$ cat src/rtl/tpu_pkg.sv
// Shared constants, state encoding and lane/word slice helpers for the TPU tile sequencer.
package tpu_pkg;

    localparam int LANES  = 4;
    localparam int DATA_W = 8;
    localparam int ACC_W  = 24;
    localparam int WORD_W = LANES * DATA_W;

    typedef enum logic [2:0] {
        S_IDLE,
        S_FILL,
        S_LOAD,
        S_SETTLE,
        S_RUN,
        S_OUT
    } state_t;

    typedef logic [WORD_W-1:0]            word_t;
    typedef logic [LANES-1:0][WORD_W-1:0] quad_t;

    function automatic logic [DATA_W-1:0] lane_get(input word_t w, input logic [1:0] i);
        return DATA_W'(w >> (DATA_W * int'(i)));
    endfunction

    function automatic word_t lane_set(input word_t w, input logic [1:0] i,
                                       input logic [DATA_W-1:0] b);
        word_t mask;
        mask = word_t'({DATA_W{1'b1}}) << (DATA_W * int'(i));
        return (w & ~mask) | (word_t'(b) << (DATA_W * int'(i)));
    endfunction

    function automatic word_t word_get(input quad_t q, input logic [1:0] k);
        return q[k];
    endfunction

endpackage

$ cat src/rtl/tpu_skew.sv
// Diagonal feed for the systolic array: lane i carries vector (c-i) during RUN, zero otherwise.
module tpu_skew
    import tpu_pkg::*;
#(
    parameter int CNT_W = 4
) (
    input  logic             run,
    input  logic [CNT_W-1:0] cnt,
    input  quad_t            vecs,
    output word_t            data_arr
);

    int v;

    // NOTE: every output of a combinational block gets a default first, so no path can infer a latch.
    always_comb begin
        data_arr = '0;
        v        = 0;
        for (int i = 0; i < LANES; i++) begin
            v = int'(cnt) - i;
            if (run && v >= 0 && v < LANES)
                data_arr = lane_set(data_arr, 2'(i), lane_get(vecs[2'(v)], 2'(i)));
        end
    end

endmodule

$ cat src/rtl/tpu_sequencer.sv
// Tile job sequencer for a 4x4 weight-stationary TPU: buffers weights and data, loads, feeds, collects results.
// Optional weight reuse between jobs is enabled with `define TPU_SEQ_WT_REUSE_EN (adds the keep_wt input).
module tpu_sequencer
    import tpu_pkg::*;
#(
    parameter int OUT_LAT = 4
) (
    input  logic              clk,
    input  logic              rst,
    input  logic              start,
`ifdef TPU_SEQ_WT_REUSE_EN
    input  logic              keep_wt,
`endif
    input  logic [WORD_W-1:0] wt_in,
    input  logic              wt_valid,
    output logic              wt_ready,
    input  logic [WORD_W-1:0] din,
    input  logic              din_valid,
    output logic              din_ready,
    output logic              tpu_control,
    output logic [WORD_W-1:0] tpu_wt_arr,
    output logic [WORD_W-1:0] tpu_data_arr,
    input  logic [ACC_W-1:0]  pe30_out,
    input  logic [ACC_W-1:0]  pe31_out,
    input  logic [ACC_W-1:0]  pe32_out,
    input  logic [ACC_W-1:0]  pe33_out,
    output logic [LANES*ACC_W-1:0] res_data,
    output logic              res_valid,
    input  logic              res_ready,
    output logic              busy
);

    localparam int LAST_C = 6 + OUT_LAT;
    localparam int CNT_W  = $clog2(LAST_C + 1);

    state_t                              state, next_state;
    logic [2:0]                          wt_cnt, din_cnt;
    logic [CNT_W-1:0]                    cnt;
    logic [1:0]                          row;
    quad_t                               wt_buf, din_buf;
    logic [LANES-1:0][LANES-1:0][ACC_W-1:0] res_buf;
    logic [LANES-1:0][ACC_W-1:0]         pe;
    logic                                keep_q;
    logic                                wt_fire, din_fire, wt_full_nxt, din_full_nxt;

    assign pe = {pe33_out, pe32_out, pe31_out, pe30_out};

`ifdef TPU_SEQ_WT_REUSE_EN
    always_ff @(posedge clk or posedge rst) begin
        if (rst)
            keep_q <= 1'b0;
        else if (state == S_IDLE && start)
            keep_q <= keep_wt;
    end
`else
    assign keep_q = 1'b0;
`endif

    // Readies depend only on registered state, keeping the handshake free of combinational loops.
    assign wt_ready     = (state == S_FILL) && !keep_q && (wt_cnt != 3'd4);
    assign din_ready    = (state == S_FILL) && (din_cnt != 3'd4);
    assign wt_fire      = wt_valid && wt_ready;
    assign din_fire     = din_valid && din_ready;
    assign wt_full_nxt  = (wt_cnt == 3'd4) || (wt_cnt == 3'd3 && wt_fire);
    assign din_full_nxt = (din_cnt == 3'd4) || (din_cnt == 3'd3 && din_fire);
    assign busy         = (state != S_IDLE);
    assign res_data     = (state == S_OUT) ? res_buf[row] : '0;

    always_comb begin
        next_state  = state;
        tpu_control = 1'b0;
        tpu_wt_arr  = '0;
        res_valid   = 1'b0;
        case (state)
            S_IDLE: if (start) next_state = S_FILL;
            S_FILL: begin
                if ((keep_q || wt_full_nxt) && din_full_nxt)
                    next_state = keep_q ? S_RUN : S_LOAD;
            end
            S_LOAD: begin
                tpu_control = 1'b1;
                tpu_wt_arr  = word_get(wt_buf, cnt[1:0]);
                if (cnt[1:0] == 2'd3) next_state = S_SETTLE;
            end
            S_SETTLE: begin
                tpu_control = 1'b1;
                next_state  = S_RUN;
            end
            S_RUN: if (cnt == CNT_W'(LAST_C)) next_state = S_OUT;
            S_OUT: begin
                res_valid = 1'b1;
                if (res_ready && row == 2'd3) next_state = S_IDLE;
            end
            default: next_state = S_IDLE;
        endcase
    end

    // NOTE: sequential state uses non-blocking assignments so every flop samples pre-edge values.
    always_ff @(posedge clk or posedge rst) begin
        if (rst) begin
            state   <= S_IDLE;
            wt_cnt  <= '0;
            din_cnt <= '0;
            cnt     <= '0;
            row     <= '0;
        end else begin
            state <= next_state;
            if (state == S_IDLE) begin
                wt_cnt  <= '0;
                din_cnt <= '0;
            end else begin
                if (wt_fire)  wt_cnt  <= wt_cnt + 3'd1;
                if (din_fire) din_cnt <= din_cnt + 3'd1;
            end
            if (state != next_state)
                cnt <= '0;
            else if (state == S_LOAD || state == S_RUN)
                cnt <= cnt + CNT_W'(1);
            if (state != S_OUT)
                row <= '0;
            else if (res_ready)
                row <= row + 2'd1;
        end
    end

    // NOTE: buffer storage is not reset; the counts and state gate every use, so stale contents are never visible.
    always_ff @(posedge clk) begin
        if (wt_fire)  wt_buf[wt_cnt[1:0]]   <= wt_in;
        if (din_fire) din_buf[din_cnt[1:0]] <= din;
        if (state == S_RUN) begin
            for (int r = 0; r < LANES; r++)
                for (int j = 0; j < LANES; j++)
                    if (int'(cnt) == r + j + OUT_LAT)
                        res_buf[2'(r)][2'(j)] <= pe[2'(j)];
        end
    end

    tpu_skew #(.CNT_W(CNT_W)) u_skew (
        .run      (state == S_RUN),
        .cnt      (cnt),
        .vecs     (din_buf),
        .data_arr (tpu_data_arr)
    );

endmodule

$ cat config.mk
export PLATFORM = sky130hd
export DESIGN_NAME = tpu_sequencer
export DESIGN_NICKNAME = d
export VERILOG_FILES = /design/src/rtl/tpu_pkg.sv /design/src/rtl/tpu_skew.sv /design/src/rtl/tpu_sequencer.sv
export SDC_FILE = /design/constraint.sdc
export NUM_CORES = 1
export LEC_CHECK = 0
export ABC_AREA = 1
export CORE_MARGIN = 10
export CORE_UTILIZATION = 50
export CTS_BUF_LIST = sky130_fd_sc_hd__clkbuf_2
export DETAILED_ROUTE_END_ITERATION = 6
export PLACE_DENSITY = 0.78
export SYNTH_ARGS = -nofsm -noshare
export SYNTH_HDL_FRONTEND = slang
export SYNTH_SLANG_ARGS = --single-unit
$ cat constraint.sdc
create_clock -name clk -period 4.7 [get_ports clk]
set_input_delay 1.41 -clock clk [delete_from_list [all_inputs] [get_ports clk]]
set_output_delay 1.41 -clock clk [all_outputs]
set_load 0.02 [all_outputs]
==> metrics list <==
* Outcome: complete, no violations
* Worst stage delay on the critical path: 0.68 ns
- Final instance count without filler cells: 1968
* Syn_area_per_cell: 12.2 µm²
- Net switching is 34.8% of the power.
- NumNets Final: 1695
* Detailed Route WL: 35900 µm
- For the pin with the worst max-slew slack, the measured transition is 0.704 ns.
* Worst Reg2Reg Path Length in Cells: 6
* Dominant register cell in the synthesized netlist: sky130_fd_sc_hd__edfxtp_1
- Layout overhead on the synthesized area: 23.8%
- Critical path endpoint: tpu_wt_arr[1]
* Part of the total power dissipated in the clock network: 23.4%
* Number of flops mapped to enable cells by yosys: 352
- Cell count after synthesis: 1223
* Required @ worst endpoint: 3.29 ns
- The final-report max-slew violation count is 0.
* Clock Root Buffer: sky130_fd_sc_hd__clkbuf_2
- Unrepaired setup endpoints after global routing: no
- In this run the critical register-to-register path is launched from cnt[0]$_DFFE_PP0P_.
* Number of cell rows: 63
* VDD IR-drop max: 308 µV
- The core region is 0.0296 mm².
- Delay-heaviest family, CP: buffers and inverters
- Number of distinct library cells after synthesis: 28
- Buffers inserted to repair hold after CTS numbered 0.
* Sequential cell area: 0.0110 mm²
- Initial antenna violation count: 5
* Global-route track usage on met2: 30.6%
- Measured along the x axis, the die boundary spans 193 µm.
- Most utilized layer in the global route result: met2
- STA puts the critical path data arrival time at 3.10 ns.
- After synthesis the cells add up to 0.0150 mm².
- After detailed routing, the number of remaining DRC violations is 0.
* Overall fraction of global-route tracks in use: 18.3%
* M1 GR Usage: 21.7%
* LEAKAGE: 7.08 nW
- During I/O placement, the number of pins put on the boundary was 331.
* TritonCTS clock tree: yes
- The clock drives 367 sinks.
- Number of buffers inserted during clock tree synthesis: 89
- In the global route stage, met3 resource usage came out at 5.92%.
* Antenna-violating nets left: 0
- In the final layout, the multi-input gates occupy 0.00350 mm².
- Power share of the sequential group: 49.0%
- Worst-Skew Late Latency: 0.92 ns
* Startpoint-to-endpoint class of the critical path: flop to primary output
- Number of register bits inferred by synthesis: 367
- Cells along the critical path: clkinv_2 -> buf_16 -> o21ai_0 -> a21oi_1 -> clkdlybuf4s50_1
* Effective utilization at floorplan: 50.6%
- Adding up every negative setup slack in the final design gives 0 ns.
* Time the worst path needs with I/O delays and setup: 4.51 ns
* Internal power contribution: 0.00552 W
* Post-synth top area cell: sky130_fd_sc_hd__edfxtp_1
* Most common cell after layout, fill and taps aside: sky130_fd_sc_hd__edfxtp_1
* Min-delay worst type: flop to flop
* Share of the synthesized area in the top cell type: 70.7%
* Total of max-cap violations: 0
- Headroom to the max-slew limit came out at 53.0%.
- Clk pin slew, worst setup/hold paths: 0.10 ns
* Top library cells by usage in the layout, fill and taps aside: sky130_fd_sc_hd__edfxtp_1 (352), sky130_fd_sc_hd__nor2_1 (266), sky130_fd_sc_hd__clkdlybuf4s50_1 (203)
- Sw Pwr: 0.00295 W
- From bottom edge to top edge, the die measures 193 µm.
- The via count of the first global-routing pass was 10200.
* Combinational Power Share: 27.6%
- Via-per-instance ratio: 5.16
* Smallest setup slack after layout: 0.185 ns
* Final HPWL from detailed placement: 21900 µm
* Crit path capture type: primary output
- Global-route congestion overflow total: 0
- The critical path crosses 5 cells after its start point.
- CP max FO: 130
- Pin count of the biggest net entering global routing: 131
* Total Die Area: 0.0372 mm²
- Buffers placed on the I/O ports in this run total 234.
* Layout cell share with drive strength beyond 1: 12.3%
* Critical path startpoint category: flop
* Number of warning messages in the yosys log: 288
- The first detailed-routing pass ran for 5 iterations.
- OpenSTA, run right after detailed placement, puts the worst setup slack at 0.525 ns.
* Vias post-DR: 10100
- Placed cell count: 1806
- Total of endpoints with negative setup slack in the final report: 0
* Worst hold stages: 1
- Achievable Freq: 221 MHz
- Initial DRC count: 694
- Post-route fraction of the period consumed by the critical path: 96.1%
* Worst Setup SP: cnt[0]$_DFFE_PP0P_
- Number of buffer and inverter instances along the worst setup path: 3
* Routability congestion estimate from global placement: 0.763
* Filler Cell Count: 2258
- Crit-path slowest cell: sky130_fd_sc_hd__clkdlybuf4s50_1
* Final cell utilization of the core: 62.6%
- The H-tree was split into 3 levels.
- Portion of the post-synthesis area used by sequential elements: 73.2%
- Worst hold slack after final layout: 0.557 ns
- Hold violation count in the final report: 0
- In this run the power density over the cells is 458 mW/mm².
* Detail-routed net length per standard cell: 18.2 µm
- For this run, asynchronously set or reset flops after synthesis account for 4.09%.
* Global-route wire length before repair: 53400 µm
- Worst-case clock skew: 0.101 ns
* Capturing point of the worst reg2reg path: res_buf[133]$_DFFE_PP_
- Register-to-register setup slack: 2.47 ns
- Most area-consuming cells after synthesis: sky130_fd_sc_hd__edfxtp_1 (71%), sky130_fd_sc_hd__nor2_1 (6.9%), sky130_fd_sc_hd__o21ai_0 (4.4%)
- Counting along the longest clock path gives a buffer depth of 3.
[stage by stage]
stage	cell area, µm²	total power, W
finish	18500	0.00847
global route	18500	0.00901
CTS	18400	0.00853
detailed placement	17600	0.00653
global placement	17600	0.00644
floorplan	15100	0.00568
[state kept, by name, summed over array words and instances (netlist names)]
name / flops
cnt: 4
din_buf: 128
din_cnt: 3
res_buf: 96
row: 2
state: 3
wt_buf: 128
wt_cnt: 3
[worst register-to-register path: cells and delay by family, from the launching register on]
kind	cells	cell delay, ns
buffers and inverters	4	0.90
flip-flops	1	0.57
adder cells (fa/ha/maj)	1	0.24
AND/OR/NAND/NOR	1	0.16
[cell families (layout without fill, tap and decap cells)]
kind of cell / Yosys count / in the layout / synth area share (%)
simple gates: 425 / 425 / 11.0
flops: 367 / 367 / 73.2
compound gates: 259 / 259 / 8.74
buf+inv: 147 / 451 / 5.10
fa+ha+maj: 20 / 20 / 1.67
xor+xnor: 4 / 4 / 0.234
other cells: 1 / 52 / 0.0251
[synthesized netlist by cell type (2+ instances only)]
library cell / count
sky130_fd_sc_hd__inv_2: 8
sky130_fd_sc_hd__clkinv_1: 2
sky130_fd_sc_hd__o22ai_1: 2
sky130_fd_sc_hd__nand3_1: 10
sky130_fd_sc_hd__xor2_1: 3
sky130_fd_sc_hd__nand4_1: 3
sky130_fd_sc_hd__nand2_2: 5
sky130_fd_sc_hd__inv_1: 27
sky130_fd_sc_hd__a21oi_2: 2
sky130_fd_sc_hd__o21ai_0: 132
sky130_fd_sc_hd__a21oi_1: 116
sky130_fd_sc_hd__nor2_1: 276
sky130_fd_sc_hd__edfxtp_1: 352
sky130_fd_sc_hd__nor3_1: 4
sky130_fd_sc_hd__buf_4: 48
sky130_fd_sc_hd__clkbuf_1: 36
sky130_fd_sc_hd__nand2_1: 124
sky130_fd_sc_hd__buf_1: 2
sky130_fd_sc_hd__dfrtp_1: 15
sky130_fd_sc_hd__o21ai_1: 6
sky130_fd_sc_hd__ha_1: 20
sky130_fd_sc_hd__buf_2: 24
[power groups by stage]
stage / registers [W] / clock network, W / logic (W)
global route: 0.00419 / 0.00223 / 0.00259
detailed placement: 0.00422 / 0 / 0.00231
finish: 0.00415 / 0.00198 / 0.00234
global placement: 0.00420 / 0 / 0.00224
CTS: 0.00415 / 0.00206 / 0.00232
floorplan: 0.00420 / 0 / 0.00148
[repair_timing]
item | 4_1_cts | 5_1_grt
resized for setup | 14 | 24
gates cloned | 0 | 1
pin swaps | 1 | 0
endpoints found under the setup margin | 25 | 43
setup buffers | 1 | 0
[how the worst min path moves through the flow]
stage                           startpoint                endpoint  slack [ns]
finish              din_cnt[0]$_DFFE_PP0P_  din_cnt[0]$_DFFE_PP0P_        0.56
global route        din_cnt[0]$_DFFE_PP0P_  din_cnt[0]$_DFFE_PP0P_        0.57
CTS                  wt_cnt[2]$_DFFE_PP0P_   wt_cnt[1]$_DFFE_PP0P_        0.56
detailed placement  din_cnt[0]$_DFFE_PP0P_  din_cnt[0]$_DFFE_PP0P_        0.55
global placement    din_cnt[0]$_DFFE_PP0P_  din_cnt[0]$_DFFE_PP0P_        0.52
floorplan           din_cnt[0]$_DFFE_PP0P_  din_cnt[0]$_DFFE_PP0P_        0.50
[routing by layer]
metal	vias to the layer above	routed length, µm
met5	-	13
met4	2	706
met3	52	3880
met2	410	17300
met1	4869	13900
li1	4813	-
[cell type report]
| cell class | count | share of cell area (%) |
|---|---|---|
| Timing Repair Buffer | 258 | 14.2 |
| Clock inverter | 32 | 0.885 |
| Antenna cell | 4 | 0.0541 |
| Sequential cell | 367 | 59.2 |
| Tap cell | 390 | 2.64 |
| Multi-Input combinational cell | 756 | 18.9 |
| Inverter | 37 | 0.784 |
| Clock buffer | 124 | 3.35 |
No activity file was read; power rests on OpenSTA's default activity.
